<file path="config.mk">
export PLATFORM = sky130hd
export DESIGN_NAME = cpu_busctl_flat
export DESIGN_NICKNAME = d
export VERILOG_FILES = /design/src/rtl/cpu_busctl_if.sv /design/src/rtl/cpu_busctl.sv /design/src/flat_wrapper.sv
export SDC_FILE = /design/constraint.sdc
export NUM_CORES = 1
export LEC_CHECK = 0
export ABC_AREA = 1
export CAP_MARGIN = 20
export CORE_MARGIN = 4
export CORE_UTILIZATION = 53
export CTS_BUF_LIST = sky130_fd_sc_hd__clkbuf_4 sky130_fd_sc_hd__clkbuf_8
export DETAILED_ROUTE_END_ITERATION = 10
export PLACE_DENSITY = 0.91
export SLEW_MARGIN = 25
export SYNTH_ARGS = -nofsm -noshare
export SYNTH_HDL_FRONTEND = slang
export SYNTH_SLANG_ARGS = --single-unit
</file>
<file path="constraint.sdc">
create_clock -name CLK -period 1.77 [get_ports CLK]
set_input_delay 0.354 -clock CLK [delete_from_list [all_inputs] [get_ports CLK]]
set_output_delay 0.354 -clock CLK [all_outputs]
set_load 0.005 [all_outputs]
</file>
<file path="src/rtl/cpu_busctl_if.sv">
// CPU-side bus bundle between the 68030 bus and the cycle controller.
// The controller takes the slave view; the CPU/board side takes the master view.
interface cpu_busctl_if;
  logic        cpu_nAS;
  logic        RnW;
  logic [2:0]  FC;
  logic [11:0] ADDR;
  logic        ram_dsack;
  logic        nRAMSEL;
  logic        nROMSEL;
  logic        nIOSEL;
  logic        DSACK0;
  logic        DSACK1;
  logic        BERR;
  logic        OVERLAY;

  modport slave (
    input  cpu_nAS, RnW, FC, ADDR, ram_dsack,
    output nRAMSEL, nROMSEL, nIOSEL, DSACK0, DSACK1, BERR, OVERLAY
  );

  modport master (
    output cpu_nAS, RnW, FC, ADDR, ram_dsack,
    input  nRAMSEL, nROMSEL, nIOSEL, DSACK0, DSACK1, BERR, OVERLAY
  );
endinterface

</file>
<file path="src/rtl/cpu_busctl.sv">
// 68030 bus cycle controller: region decode, ROM/IO wait-state termination,
// BERR watchdog and the post-reset ROM overlay at address 0.
module cpu_busctl #(
  parameter int ROM_WAIT     = 4,
  parameter int IO_WAIT      = 6,
  parameter int BERR_TIMEOUT = 64
) (
  input  logic         CLK,
  input  logic         RST,
  cpu_busctl_if.slave  bus
);

  typedef enum logic [2:0] {ST_IDLE, ST_SEL, ST_ACK, ST_BERR, ST_END} state_t;
  typedef enum logic [1:0] {RGN_NONE, RGN_RAM, RGN_ROM, RGN_IO} region_t;

  localparam logic [7:0] ROM_LAST     = 8'(ROM_WAIT - 1);
  localparam logic [7:0] IO_LAST      = 8'(IO_WAIT - 1);
  localparam logic [7:0] TIMEOUT_LAST = 8'(BERR_TIMEOUT - 1);

  logic       as_meta, as_sync;
  state_t     state_q, state_d;
  region_t    region_q, region_d, decoded;
  logic       native_rom;
  logic       rnw_q, rnw_d;
  logic [7:0] count_q, count_d;
  logic       nram_q, nram_d;
  logic       nrom_q, nrom_d;
  logic       nio_q, nio_d;
  logic       dsack0_q, dsack0_d;
  logic       dsack1_q, dsack1_d;
  logic       berr_q, berr_d;
  logic       overlay_q, overlay_d;

  // Overlay steers reads at the bottom 256 MB to ROM; writes still reach RAM.
  always_comb begin
    decoded    = RGN_NONE;
    native_rom = 1'b0;
    if (bus.FC != 3'b111) begin
      if (bus.ADDR[11:8] == 4'h0) begin
        decoded = (overlay_q && bus.RnW) ? RGN_ROM : RGN_RAM;
      end else if (bus.ADDR == 12'hFFE) begin
        decoded    = RGN_ROM;
        native_rom = 1'b1;
      end else if (bus.ADDR == 12'hFFF) begin
        decoded = RGN_IO;
      end
    end
  end

  always_comb begin
    state_d   = state_q;
    region_d  = region_q;
    rnw_d     = rnw_q;
    count_d   = count_q;
    nram_d    = nram_q;
    nrom_d    = nrom_q;
    nio_d     = nio_q;
    dsack0_d  = dsack0_q;
    dsack1_d  = dsack1_q;
    berr_d    = berr_q;
    overlay_d = overlay_q;

    case (state_q)
      ST_IDLE: begin
        if (as_sync) begin
          state_d  = ST_SEL;
          count_d  = 8'd0;
          region_d = decoded;
          rnw_d    = bus.RnW;
          nram_d   = (decoded != RGN_RAM);
          nrom_d   = (decoded != RGN_ROM);
          nio_d    = (decoded != RGN_IO);
          if (native_rom) overlay_d = 1'b0;
        end
      end

      ST_SEL: begin
        if (count_q != 8'hFF) count_d = count_q + 8'd1;
        if (!as_sync) begin
          state_d  = ST_END;
          nram_d   = 1'b1;
          nrom_d   = 1'b1;
          nio_d    = 1'b1;
          dsack0_d = 1'b0;
          dsack1_d = 1'b0;
          berr_d   = 1'b0;
        end else begin
          case (region_q)
            RGN_ROM: begin
              if (count_q == ROM_LAST) begin
                if (rnw_q) begin
                  dsack0_d = 1'b1;
                  dsack1_d = 1'b1;
                  state_d  = ST_ACK;
                end else begin
                  berr_d  = 1'b1;
                  state_d = ST_BERR;
                end
              end
            end
            RGN_IO: begin
              if (count_q == IO_LAST) begin
                dsack0_d = 1'b1;
                state_d  = ST_ACK;
              end
            end
            RGN_RAM: begin
              if (bus.ram_dsack) state_d = ST_ACK;
            end
            default: ;
          endcase
          // An acknowledge landing on the timeout cycle has already moved us out of SEL.
          if (state_d == ST_SEL && count_q == TIMEOUT_LAST) begin
            berr_d  = 1'b1;
            state_d = ST_BERR;
          end
        end
      end

      ST_ACK, ST_BERR: begin
        if (!as_sync) begin
          state_d  = ST_END;
          nram_d   = 1'b1;
          nrom_d   = 1'b1;
          nio_d    = 1'b1;
          dsack0_d = 1'b0;
          dsack1_d = 1'b0;
          berr_d   = 1'b0;
        end
      end

      ST_END: begin
        state_d  = ST_IDLE;
        nram_d   = 1'b1;
        nrom_d   = 1'b1;
        nio_d    = 1'b1;
        dsack0_d = 1'b0;
        dsack1_d = 1'b0;
        berr_d   = 1'b0;
      end

      default: state_d = ST_IDLE;
    endcase
  end

  always_ff @(posedge CLK) begin
    if (RST) begin
      as_meta   <= 1'b0;
      as_sync   <= 1'b0;
      state_q   <= ST_IDLE;
      region_q  <= RGN_NONE;
      rnw_q     <= 1'b1;
      count_q   <= 8'd0;
      nram_q    <= 1'b1;
      nrom_q    <= 1'b1;
      nio_q     <= 1'b1;
      dsack0_q  <= 1'b0;
      dsack1_q  <= 1'b0;
      berr_q    <= 1'b0;
      overlay_q <= 1'b1;
    end else begin
      as_meta   <= ~bus.cpu_nAS;
      as_sync   <= as_meta;
      state_q   <= state_d;
      region_q  <= region_d;
      rnw_q     <= rnw_d;
      count_q   <= count_d;
      nram_q    <= nram_d;
      nrom_q    <= nrom_d;
      nio_q     <= nio_d;
      dsack0_q  <= dsack0_d;
      dsack1_q  <= dsack1_d;
      berr_q    <= berr_d;
      overlay_q <= overlay_d;
    end
  end

  assign bus.nRAMSEL = nram_q;
  assign bus.nROMSEL = nrom_q;
  assign bus.nIOSEL  = nio_q;
  assign bus.DSACK0  = dsack0_q;
  assign bus.DSACK1  = dsack1_q;
  assign bus.BERR    = berr_q;
  assign bus.OVERLAY = overlay_q;

endmodule
</file>
<file path="src/flat_wrapper.sv">
// flat-port wrapper written by rule: the top's interface ports become plain ports
module cpu_busctl_flat 
#(
  parameter int ROM_WAIT     = 4,
  parameter int IO_WAIT      = 6,
  parameter int BERR_TIMEOUT = 64
)
  (CLK, RST, bus_cpu_nAS, bus_RnW, bus_FC, bus_ADDR, bus_ram_dsack, bus_nRAMSEL, bus_nROMSEL, bus_nIOSEL, bus_DSACK0, bus_DSACK1, bus_BERR, bus_OVERLAY);
  cpu_busctl_if bus_i ();
  input  logic CLK;
  input  logic RST;
  input wire logic [$bits(bus_i.cpu_nAS)-1:0] bus_cpu_nAS;
  input wire logic [$bits(bus_i.RnW)-1:0] bus_RnW;
  input wire logic [$bits(bus_i.FC)-1:0] bus_FC;
  input wire logic [$bits(bus_i.ADDR)-1:0] bus_ADDR;
  input wire logic [$bits(bus_i.ram_dsack)-1:0] bus_ram_dsack;
  output wire logic [$bits(bus_i.nRAMSEL)-1:0] bus_nRAMSEL;
  output wire logic [$bits(bus_i.nROMSEL)-1:0] bus_nROMSEL;
  output wire logic [$bits(bus_i.nIOSEL)-1:0] bus_nIOSEL;
  output wire logic [$bits(bus_i.DSACK0)-1:0] bus_DSACK0;
  output wire logic [$bits(bus_i.DSACK1)-1:0] bus_DSACK1;
  output wire logic [$bits(bus_i.BERR)-1:0] bus_BERR;
  output wire logic [$bits(bus_i.OVERLAY)-1:0] bus_OVERLAY;
  assign bus_i.cpu_nAS = bus_cpu_nAS;
  assign bus_i.RnW = bus_RnW;
  assign bus_i.FC = bus_FC;
  assign bus_i.ADDR = bus_ADDR;
  assign bus_i.ram_dsack = bus_ram_dsack;
  assign bus_nRAMSEL = bus_i.nRAMSEL;
  assign bus_nROMSEL = bus_i.nROMSEL;
  assign bus_nIOSEL = bus_i.nIOSEL;
  assign bus_DSACK0 = bus_i.DSACK0;
  assign bus_DSACK1 = bus_i.DSACK1;
  assign bus_BERR = bus_i.BERR;
  assign bus_OVERLAY = bus_i.OVERLAY;
  cpu_busctl #(.ROM_WAIT(ROM_WAIT), .IO_WAIT(IO_WAIT), .BERR_TIMEOUT(BERR_TIMEOUT)) u_core (.CLK(CLK), .RST(RST), .bus(bus_i));
endmodule
</file>
### Word level (Yosys, flattened, before mapping)

Cells that the tools add are included.

| word-level totals | value |
|---|---|
| register bits | 23 |
| latch bits | 0 |
| RAM bits | 0 |
| bits in read-only memories | 0 |
| memories | 0 |

| operators by class | value |
|---|---|
| $add $sub $neg | 1 |
| multiply operators | 0 |
| div/mod/pow operators | 0 |
| order comparisons | 0 |
| eq/ne operators | 32 |
| shifts and indexed selects | 0 |
| mux-type cells | 46 |
| bitwise gates (word level) | 1 |
| reductions and logical operators | 17 |

Operators with widths:

| kind | number |
|---|---|
| 4-bit != test, second input constant | 7 |
| 3-bit two-way mux | 9 |
| 12-bit == test, second input constant | 2 |
| 1-bit two-way mux | 20 |
| 1-bit one-hot mux with 3 select lines | 6 |
| 3-bit one-hot mux with 3 select lines | 2 |
| 8-bit two-way mux | 2 |
| 8-bit one-hot mux with 2 select lines | 1 |
| 3-bit != test, second input constant | 4 |
| 2-bit two-way mux | 5 |
| 5-bit AND reduction | 2 |
| 3-bit AND reduction | 3 |
| 8-bit by 1-bit adder with 8-bit output, second input constant | 1 |
| 8-bit by 2-bit == test with 1-bit output, second input constant | 1 |
| 8-bit by 3-bit == test with 1-bit output, second input constant | 1 |
| 8-bit by 6-bit == test with 1-bit output, second input constant | 1 |
| 2-bit != test, second input constant | 4 |
| 8-bit != test, second input constant | 1 |
| 3-bit by 1-bit == test with 1-bit output, second input constant | 2 |
| 3-bit by 2-bit == test with 1-bit output, second input constant | 2 |
| 2-bit by 1-bit != test with 1-bit output, second input constant | 3 |
| 6-bit AND reduction | 1 |
| 3-bit nonzero test | 2 |
| 2-bit == test, second input constant | 2 |
| 11 further kinds | 13 |

### Logic depth before layout (Yosys ltp)

Gate-level depths: netlist (run 1).

| depth | value |
|---|---|
| depth after elaboration | 10 |
| mapped depth | 12 |
| gate-level depth less buffers | 12 |

### Least setup slack after synthesis (run 1)

Ideal clock, no wire load.

| timing path | value |
|---|---|
| path type | reg2reg |
| from | register u_core.count_q[0] |
| to | register u_core.dsack0_q, in the netlist u_core.bus.DSACK0 |
| arrival | 1.295 ns |
| required time | 1.653 ns |
| path slack | 0.359 ns |
| cell stages (with the launch flop) | 11 |
| path buffers | 0 |
| path through | dfxtp_1 -> ha_1 -> nand2_1 -> nor2_4 -> nand2_1 -> o21ai_0 -> nand2_1 -> inv_1 -> nand2_1 -> nand2_1 -> nor2_1 |

| between the ends | value |
|---|---|
| longest elaborated chain between the ends | 3 |

Ends and longest elaborated chain:

| item | RTL line | text |
|---|---|---|
| start, declared | cpu_busctl.sv:25 | `logic [7:0] count_q, count_d;` |
| start signal, assigned | cpu_busctl.sv:167 | `count_q <= count_d;` |
| 8-bit by 3-bit == test with 1-bit output or 8-bit by 2-bit == test with 1-bit output (tied branches) | cpu_busctl.sv:102, cpu_busctl.sv:90 |  |
| 4-bit != test (no source line) | - |  |
| 6-bit AND reduction (no source line) (*) | - |  |
| end signal, assigned | cpu_busctl.sv:171 | `dsack0_q <= dsack0_d;` |
| end, declared | cpu_busctl.sv:29 | `logic dsack0_q, dsack0_d;` |

Every way passes the cells marked *; elsewhere a longest branch is shown, timed or not.
A chain may end at the register's enable or synchronous reset.

### Final worst setup path (run 1)

| timing path | value |
|---|---|
| from | register u_core.count_q[0] |
| to | register u_core.berr_q, in the netlist u_core.bus.BERR |

| between the ends | value |
|---|---|
| longest elaborated chain between the ends | 10 |

Ends and longest elaborated chain:

| item | RTL line | text |
|---|---|---|
| 8-bit by 3-bit == test with 1-bit output or 8-bit by 2-bit == test with 1-bit output (tied branches) | cpu_busctl.sv:102, cpu_busctl.sv:90 |  |
| 3-bit two-way mux, on equally long branches | cpu_busctl.sv:102, cpu_busctl.sv:90 |  |
| 3-bit one-hot mux with 3 select lines | cpu_busctl.sv:88 | `case (region_q)` |
| 3-bit two-way mux | cpu_busctl.sv:79 | `if (!as_sync) begin` |
| 3-bit two-way mux | cpu_busctl.sv:63 | `case (state_q)` |
| 3-bit by 1-bit == test with 1-bit output | cpu_busctl.sv:113 | `if (state_d == ST_SEL && count_q == TIMEOUT_LAST) begin` |
| 1-bit logical AND | cpu_busctl.sv:113 |  |
| 1-bit two-way mux | cpu_busctl.sv:113 |  |
| 1-bit two-way mux | cpu_busctl.sv:79 |  |
| 1-bit one-hot mux with 3 select lines | cpu_busctl.sv:63 |  |
| end signal, assigned | cpu_busctl.sv:173 | `berr_q <= berr_d;` |
| end, declared | cpu_busctl.sv:31 | `logic berr_q, berr_d;` |

Parallel ways exist; a longest one is shown, timed or not. The select of a mux whose other input is x is not followed.

==> impl_summary.txt, run 1 <==
----------------------------------------------------
[Status]
  Status ... finished, final reports clean

[Synth]
  Fraction of synthesized area in multiplexers ... 0%
  Distinct cell type count of the synthesized netlist ... 31
  Post-synth top area share ... 33.6%
  Fraction of the mapped netlist area in adder cells ... about 1.8%
  Main combinational cell family by area after synthesis ... simple AND/OR/NAND/NOR gates
  Synthesized cell area ... 1370 um2
  Yosys warning total ... 0
  Mapped Avg Cell Area ... roughly 6.6 um2
  Yosys reg bits ... 23
  Count of flip-flops with a built-in enable after synthesis ... 0
  Xor and xnor fraction of the mapped netlist area ... under 10%
  Sequential share of the synthesized area ... between 30% and 40%
  Post-synthesis share of cell area spent on and, or, nand and nor gates ... between 30% and 40%
  Post-Syn Instances ... about 210
  Fraction of the mapped netlist area in compound gates ... roughly 15%
  Mapped Nets ... about 230
  Share of synthesized flip-flops with an asynchronous set or reset ... 0%
  Largest area contributor in the synthesized netlist ... sky130_fd_sc_hd__dfxtp_1
  Leading post-synthesis cells by cell area ... sky130_fd_sc_hd__dfxtp_1 (34%), sky130_fd_sc_hd__nand2_1 (12%), sky130_fd_sc_hd__inv_1 (9.3%), sky130_fd_sc_hd__nor2_1 (8.0%), sky130_fd_sc_hd__nand3_1 (5.9%)
  Dominant synthesized flop cell ... sky130_fd_sc_hd__dfxtp_1

[Timing]
  Final setup violation count ... 0
  Worst setup skew after layout ... 0.00894 ns
  Fin. max-slew vios ... 0
  Final worst setup slack ... about 0.17 ns
  Slew margin rel. ... 78.5%
  Maximum achievable frequency ... 0.627 GHz
  Setup TNS Final ... 0 ns
  Total count of hold-check failures in the final report ... 0
  Setup repair after global routing missed its margin ... false
  Final cycle utilization of the critical path ... about nine tenths
  Pin slew with the least headroom to its limit ... approximately 0.32 ns
  Tmin final ... roughly 1.6 ns

[Layout]
  Fraction of layout cells with a size suffix above 1 ... 11.6%
  Highest-count cells in the layout ignoring fill and taps ... sky130_fd_sc_hd__nand2_1 (42), sky130_fd_sc_hd__inv_1 (34), sky130_fd_sc_hd__nor2_1 (29)
  Area Overhead vs Synth ... 26.8%
  Antenna cells ... 0
  Most common cell after layout, fill and taps aside ... sky130_fd_sc_hd__nand2_1
  Nets ... approximately 260
  Util after Layout ... 70.1%
  Fillers ... about 220
  Summed area of non-filler cells in the final layout ... between 1500 and 2000 um2

[Critical path]
  CP Cell Sequence ... ha_1 -> nand2_1 -> nor2_4 -> nor2_1 -> nor2_1 -> nand2_1 -> nand2_1 -> nand4_1 -> nand2_1 -> nand2_1 -> a21oi_2
  Slowest library cell on the worst path ... sky130_fd_sc_hd__dfxtp_1
  R2R depth ... 11
  Arr. time, crit path ... between 1.5 and 2 ns
  Most prevalent standard cell on the critical path ... sky130_fd_sc_hd__nand2_1
  Longest individual stage delay on the worst path ... roughly 0.4 ns
  Max Fanout on Critical Path ... 4
  Startpoint types ... flop
  Crit path required time ... between 2 and 2.5 ns
  Critical path start-end classification ... flop to flop
  Crit path capture type ... flop

[Clock tree]
  Number of buffers inserted to repair setup after CTS ... 0
  Num CTS Buffers ... 3
  Clock root buffer master ... sky130_fd_sc_hd__clkbuf_4
  Skew-Pair Late Insertion Delay ... about 0.32 ns
  H-tree levels ... 1
  Register clock-pin slew on the reported worst setup and hold paths ... roughly 0.14 ns
  Hold buffer count at CTS ... 0
  Resize count post-CTS ... 0
  Clk sinks ... 23
  Max clock buf depth ... 2
  TritonCTS clock tree ... done

[Pwr]
  Switching pwr ... about 260 uW
  Logic gate share of total power ... 18.0%
  Static leakage ... 0.000772 uW
  Total power divided by cell area ... about 560 nW/um2
  Power Internal ... about 710 uW
  Switching Share ... 26.7%
  Reg power frac ... between 50 and 60%
  Clock share of power ... between 20% and 30%
  Maximum VDD drop ... roughly 0.00048 V

[Detailed routing]
  Wire length on met2 ... roughly 1400 um
  Number of nets with antenna violations after routing ... 0
  Pre-antenna DRT Iters ... 4
  Residual DRC ... 0
  Vias post-DR ... about 1400
  Met3 WL ... between 100 and 150 um
  Routed wire length ... 2950 um
  Met1 wire length ... roughly 1400 um
  Top layer reached by signal wires ... met4
  Vias per cell ... a little over 5
  Violation count after the first detailed-routing iteration ... 62
  Average wire length per cell after detail routing ... 10.9 um

[Placed design]
  DP HPWL ... approximately 2400 um
  PortBufs ... 26
  Post-detailed-placement cell area ... 1700 um2
  Placement Setup Slack ... -0.212 ns
  GPL Wtd Cong ... around 0.89

[Hold path]
  Number of cells traversed by the worst hold path ... 2
  Worst Hold Class ... flop to flop

[Die]
  Num ports ... 27
  Die Ht ... 58.8 um
  Horizontal die dimension ... roughly 60 um
  Floorplan die area ... roughly 3500 um2
  Placeable core region ... roughly 2500 um2
  Initial core utilization ... around 55%
  FP Rows ... 18

[Global routing]
  Overflow after GRT ... 0
  Pin count of the biggest net entering global routing ... 14
  Number of global-route vias before repair ... around 1300
  GRT Util Overall ... about a fifth
  Number of antenna violations at the first check in global routing ... 0
  Wire length of the first global-routing pass ... between 5000 and 6000 um

[Job]
  Max-cap violation count ... 0

----------------------------------------------------
Yosys cell counts (all sizes together) (4+ instances only):
cell type	count
o21ai	8
o22ai	4
dfxtp	23
o21bai	5
nor2	34
nand4	6
nand3	17
nand2	45
inv	37
a21oi	10
nor3	4
power by group through the flow:
stage | clock (uW) | combinational [uW] | sequential [uW]
floorplan | 0 | 85.8 | 559
global placement | 0 | 172 | 559
detailed placement | 0 | 174 | 559
CTS | 260 | 175 | 548
global route | 279 | 196 | 550
finish | 252 | 175 | 548
worst paths after layout:
check,slack [ns],startpoint,endpoint
max reg2reg,0.17,u_core.count_q[0],u_core.bus.BERR
min,0.41,u_core.as_meta,u_core.as_sync
max,0.17,u_core.count_q[0],u_core.bus.BERR
min reg2reg,0.41,u_core.as_meta,u_core.as_sync
critical path: cells and delay by family, from the launching register on:
| kind | cells | cell delay, ns |
|---|---|---|
| DFF | 1 | 0.41 |
| and+or+nand+nor | 9 | 0.80 |
| AOI/OAI and AO/OA | 1 | 0.11 |
| adders and majority gates | 1 | 0.21 |
layer usage:
| layer | track usage [%] | vias up |
|---|---|---|
| met5 | 0 | - |
| met3 | 3.29 | 8 |
| met4 | 9.39 | 0 |
| met1 | 22.3 | 608 |
| li1 | - | 739 |
| met2 | 32.2 | 31 |
final cells by class:
type | count | area (um2) | area share, %
Multi-Input combinational cell | 145 | 768 | 44.3
Inverter | 38 | 143 | 8.22
Tap cell | 30 | 37.5 | 2.16
Clock buffer | 3 | 22.5 | 1.30
Sequential cell | 23 | 462 | 26.6
Timing Repair Buffer | 31 | 298 | 17.2
Clock inverter | 1 | 5.00 | 0.288
state kept, by name (all words and copies together), names as in the netlist:
name / count
u_core.state_q: 3
u_core.count_q: 8
u_core.bus.OVERLAY: 1
u_core.region_q: 2
u_core.rnw_q: 1
u_core.bus.BERR: 1
u_core.as_meta: 1
u_core.as_sync: 1
u_core.bus.nIOSEL: 1
u_core.bus.DSACK0: 1
u_core.bus.nROMSEL: 1
u_core.bus.nRAMSEL: 1
u_core.bus.DSACK1: 1
per-stage QoR:
step	cells	hold WS [ns]	total power [uW]
finish	271	0.415	975
global route	271	0.433	1030
CTS	271	0.415	984
detailed placement	267	0.397	733
global placement	267	0.392	731
floorplan	207	0.388	644
logic make-up (layout without fill, tap and decap cells):
logic type | count (synthesis) | count (layout)
AO/OA/AOI/OAI | 32 | 32
adder cells (fa/ha/maj) | 2 | 2
flip-flops | 23 | 23
AND/OR/NAND/NOR | 109 | 109
buffers and inverters | 39 | 73
XOR/XNOR | 2 | 2
(Power assumes the default switching activity.)
==> run 2, diff against run 1 <==
RECOVER_POWER = 50   (was unset)
TNS_END_PERCENT = 5   (was unset)
==> impl_summary.txt, run 2 (same netlist as run 1, synthesis figures left out) <==
----------------------------------------------------
[Layout]
  Util after Layout ... roughly 70%
  Antenna cells ... 0
  Highest-count cells in the layout ignoring fill and taps ... sky130_fd_sc_hd__nand2_1 (42), sky130_fd_sc_hd__inv_1 (34), sky130_fd_sc_hd__nor2_1 (30)
  Area Overhead vs Synth ... 26.3%
  Number of flip-flops in the largest register ... 8
  Nets ... 264
  Most common cell after layout, fill and taps aside ... sky130_fd_sc_hd__nand2_1
  Reg with most FFs ... u_core.count_q
  Fillers ... 221
  Fraction of layout cells with a size suffix above 1 ... between 10% and 20%
  Summed area of non-filler cells in the final layout ... between 1500 and 2000 um2
  Registers with the most flip-flops ... u_core.count_q x8, u_core.state_q x3, u_core.region_q x2

[Global routing]
  Overflow after GRT ... 0
  Number of global-route vias before repair ... 1277
  Pin count of the biggest net entering global routing ... 14
  GRT Util Overall ... between 10% and 20%
  Wire length of the first global-routing pass ... about 5000 um
  Number of antenna violations at the first check in global routing ... 0

[Clock tree]
  Clock root buffer master ... sky130_fd_sc_hd__clkbuf_4
  Hold buffer count at CTS ... 0
  Register clock-pin slew on the reported worst setup and hold paths ... about 0.14 ns
  Num CTS Buffers ... 3
  Clk sinks ... 23
  H-tree levels ... 1
  Skew-Pair Late Insertion Delay ... between 0.3 and 0.4 ns
  Number of buffers inserted to repair setup after CTS ... 0
  Max clock buf depth ... 2
  TritonCTS clock tree ... done

[Timing]
  Setup repair after global routing missed its margin ... false
  Total count of hold-check failures in the final report ... 0
  Final worst setup slack ... roughly 0.17 ns
  Slew margin rel. ... 78.5%
  Final setup violation count ... 0
  Maximum achievable frequency ... 0.627 GHz
  Final cycle utilization of the critical path ... approximately nine tenths
  Worst setup skew after layout ... a little under 0.009 ns
  Pin slew with the least headroom to its limit ... 0.323 ns
  Final worst hold slack ... between 0.4 and 0.5 ns
  Tmin final ... 1.60 ns
  Fin. max-slew vios ... 0

[Critical path]
  Critical path start-end classification ... flop to flop
  Max Fanout on Critical Path ... 4
  Startpoint types ... flop
  Arr. time, crit path ... about 1.9 ns
  Crit path required time ... slightly above 2 ns
  Crit path capture type ... flop

[Detailed routing]
  Vias post-DR ... ~1400
  Vias per cell ... ~5.1
  Routed wire length ... 2950 um
  Number of nets with antenna violations after routing ... 0
  Pre-antenna DRT Iters ... 4
  Residual DRC ... 0
  Violation count after the first detailed-routing iteration ... a little over 60
  Average wire length per cell after detail routing ... between 10 and 15 um

[Pwr]
  Static leakage ... between 0.0007 and 0.0008 uW
  Total power divided by cell area ... 560 nW/um2
  Maximum VDD drop ... approximately 0.00048 V

[Placed design]
  Placement Setup Slack ... -0.212 ns
  GPL Wtd Cong ... between 0.8 and 0.9
  Post-detailed-placement cell area ... around 1700 um2
  PortBufs ... 26
  DP HPWL ... approximately 2400 um

[Die]
  Num ports ... 27
  Die Ht ... a little under 60 um
  Initial core utilization ... 55.3%
  Floorplan die area ... 3460 um2
  Horizontal die dimension ... approximately 60 um
  FP Rows ... 18
  Placeable core region ... between 2000 and 2500 um2

[Status]
  Status ... finished, final reports clean

[Hold path]
  Worst Hold Class ... flop to flop

[Job]
  Max-cap violation count ... 0

----------------------------------------------------
==> run 2: cell type report <==
class	instances	area, um2	area share [%]
Inverter	38	143	8.25
Clock inverter	1	5.00	0.289
Tap cell	30	37.5	2.17
Clock buffer	3	22.5	1.30
Sequential cell	23	462	26.7
Timing Repair Buffer	31	294	17.0
Multi-Input combinational cell	145	766	44.3
==> run 2: stage by stage <==
step	cells	total power (uW)	TNS (ns)
after floorplan	207	644	0
after global placement	267	731	-0.777
after detailed placement	267	733	-0.835
after CTS	271	984	0
after global routing	271	1020	0
final	271	968	0
==> run 2: critical path: stages (launching register included) <==
cell                      delay (ns)
sky130_fd_sc_hd__dfxtp_1        0.41
sky130_fd_sc_hd__ha_1           0.21
sky130_fd_sc_hd__nand2_1        0.13
sky130_fd_sc_hd__nor2_4         0.15
sky130_fd_sc_hd__nor2_1         0.05
sky130_fd_sc_hd__nor2_1         0.08
sky130_fd_sc_hd__nand2_1        0.06
sky130_fd_sc_hd__nand2_1        0.08
sky130_fd_sc_hd__nand4_1        0.12
sky130_fd_sc_hd__nand2_1        0.08
sky130_fd_sc_hd__nand2_1        0.06
sky130_fd_sc_hd__a21oi_2        0.11
==> run 2: final timing paths <==
path                     startpoint                end  slack (ns)  cells after the start
setup / recovery  u_core.count_q[0]  u_core.state_q[1]        0.17                     11
hold / removal       u_core.as_meta     u_core.as_sync        0.41                      2
setup reg to reg  u_core.count_q[0]  u_core.state_q[1]        0.17                     11
hold reg to reg      u_core.as_meta     u_core.as_sync        0.41                      2
==> run 2: timing repair <==
action,4_1_cts,5_1_grt
endpoints found under the hold margin,0,0
resized for setup,0,2
endpoints found under the setup margin,0,6
==> run 2: metal layers <==
metal  global-route usage [%]  up-vias  routed length, um
li1                         -      738                  -
met2                     32.2       31               1390
met3                     3.29        8                128
met1                     22.3      613               1350
met4                     9.39        0                 80
met5                        0        -                  0
==> run 2: where the power goes <==
part           switching (uW)  internal [uW]
clock network             167           84.7
registers                11.3            535
logic                    81.4           88.3
==> run 3, diff against run 2 <==
MAX_ROUTING_LAYER = met4   (was unset)
REMOVE_ABC_BUFFERS = 1   (was unset)
==> impl_summary.txt, run 3 (same netlist as run 1, synthesis figures left out) <==
----------------------------------------------------
[Layout]
  Footprint of the multi-input gates ... roughly 760 um2
  Fraction of layout cells with a size suffix above 1 ... between 10 and 15%
  Most common cell after layout, fill and taps aside ... sky130_fd_sc_hd__nand2_1
  Fillers ... 224
  Register area ... roughly 460 um2
  Registers with the most flip-flops ... u_core.count_q x8, u_core.state_q x3, u_core.region_q x2
  Number of flip-flops in the largest register ... 8
  Reg with most FFs ... u_core.count_q
  Highest-count cells in the layout ignoring fill and taps ... sky130_fd_sc_hd__nand2_1 (42), sky130_fd_sc_hd__inv_1 (35), sky130_fd_sc_hd__nor2_1 (30)
  Nets ... between 200 and 300
  Util after Layout ... 69.7%
  Area Overhead vs Synth ... 26.2%
  Antenna cells ... 0

[Global routing]
  Pin count of the biggest net entering global routing ... 13
  GRT Util Overall ... between 10% and 20%
  Number of global-route vias before repair ... 1342
  Wire length of the first global-routing pass ... around 5200 um
  Number of antenna violations at the first check in global routing ... 0
  Overflow after GRT ... 0

[Clock tree]
  Number of buffers inserted to repair setup after CTS ... 0
  Clock root buffer master ... sky130_fd_sc_hd__clkbuf_4
  Num CTS Buffers ... 3
  Register clock-pin slew on the reported worst setup and hold paths ... 0.13 ns
  Clk sinks ... 23
  Hold buffer count at CTS ... 0
  Skew-Pair Late Insertion Delay ... about 0.32 ns
  H-tree levels ... 1
  Max clock buf depth ... 2
  TritonCTS clock tree ... done
  Resize count post-CTS ... 0

[Pwr]
  Static leakage ... about 0.00078 uW
  Maximum VDD drop ... 0.000431 V
  Total power divided by cell area ... 573 nW/um2
  Overall power ... about 1000 uW

[Timing]
  Total count of hold-check failures in the final report ... 0
  Pin slew with the least headroom to its limit ... about 0.33 ns
  Setup TNS Final ... 0 ns
  Fin. max-slew vios ... 0
  Tmin final ... 1.61 ns
  Maximum achievable frequency ... a little over 0.6 GHz
  Final cycle utilization of the critical path ... around nine tenths
  Final worst hold slack ... approximately 0.42 ns
  Final setup violation count ... 0
  Slew margin rel. ... between 70% and 80%
  Worst setup skew after layout ... 0.00150 ns

[Critical path]
  Startpoint types ... flop
  Longest individual stage delay on the worst path ... 0.38 ns
  Critical path start-end classification ... flop to flop
  Count of buffering cells on the critical path with inverters included ... 3
  Family with the most delay on the worst path ... simple AND/OR/NAND/NOR gates
  Arr. time, crit path ... between 1.5 and 2 ns
  Max Fanout on Critical Path ... 5
  Crit path required time ... around 2.0 ns
  Slowest library cell on the worst path ... sky130_fd_sc_hd__dfxtp_1
  CP Cell Sequence ... nor2_1 -> inv_1 -> nor2_4 -> nor2_1 -> nand2_1 -> inv_1 -> nand2_1 -> inv_1 -> nor3_1 -> nor2_1
  Crit path capture type ... flop

[Die]
  Num ports ... 27
  Die Ht ... a little under 60 um
  Floorplan die area ... 3460 um2
  Initial core utilization ... a little under three fifths
  Placeable core region ... roughly 2500 um2
  FP Rows ... 18
  Horizontal die dimension ... ~60 um

[Status]
  Status ... finished, final reports clean

[Detailed routing]
  Pre-antenna DRT Iters ... 4
  Violation count after the first detailed-routing iteration ... 37
  Vias post-DR ... between 1000 and 1500
  Average wire length per cell after detail routing ... about 11 um
  Routed wire length ... 3040 um
  Residual DRC ... 0
  Number of nets with antenna violations after routing ... 0
  Vias per cell ... ~5.3

[Placed design]
  PortBufs ... 26
  GPL Wtd Cong ... 0.890
  DP HPWL ... around 2400 um

[Hold path]
  Worst Hold Class ... flop to flop

[Job]
  Max-cap violation count ... 0

----------------------------------------------------
[run 3: tightest hold or removal path: stages (launching register included)]
cell	delay, ns
sky130_fd_sc_hd__dfxtp_1	0.32
sky130_fd_sc_hd__inv_1	0.04
sky130_fd_sc_hd__nor2_1	0.03
[run 3: area by class of cell]
cell class	count	area share (%)
multi-input cells	145	44.0
flip-flops and latches	23	26.8
repair buffers	31	17.0
inverters	38	8.25
well taps	30	2.17
clock buffers	4	1.74
[run 3: through the flow]
step	cell area, um2	setup slack (ns)	std cells
finish	1730	0.159	271
global route	1730	-0.0153	271
CTS	1730	0.136	271
detailed placement	1700	-0.207	267
global placement	1700	-0.177	267
floorplan	1370	0.359	206
[run 3: final timing paths]
path / startpoint / endpoint / slack (ns) / cells past startpoint
worst max register to register: u_core.state_q[0] / u_core.bus.DSACK0 / 0.16 / 10
worst min register to register: u_core.as_meta / u_core.as_sync / 0.42 / 2
worst min-delay path: u_core.as_meta / u_core.as_sync / 0.42 / 2
worst max-delay path: u_core.state_q[0] / u_core.bus.DSACK0 / 0.16 / 10
[run 3: per-layer routing]
metal | vias to the layer above | part of all wire, % | GRT usage [%]
li1 | 740 | - | -
met1 | 638 | 46 | 22.5
met2 | 46 | 46 | 32.3
met3 | 11 | 5.4 | 3.73
met4 | 0 | 2.7 | 9.39
met5 | - | 0 | -
[run 3: report_power, final]
part / total (uW) / internal [uW] / switching [uW]
Combinational: 173 / 89.7 / 83.6
Sequential: 547 / 536 / 11.6
Clock: 269 / 104 / 165
Total: 990 / 729 / 261
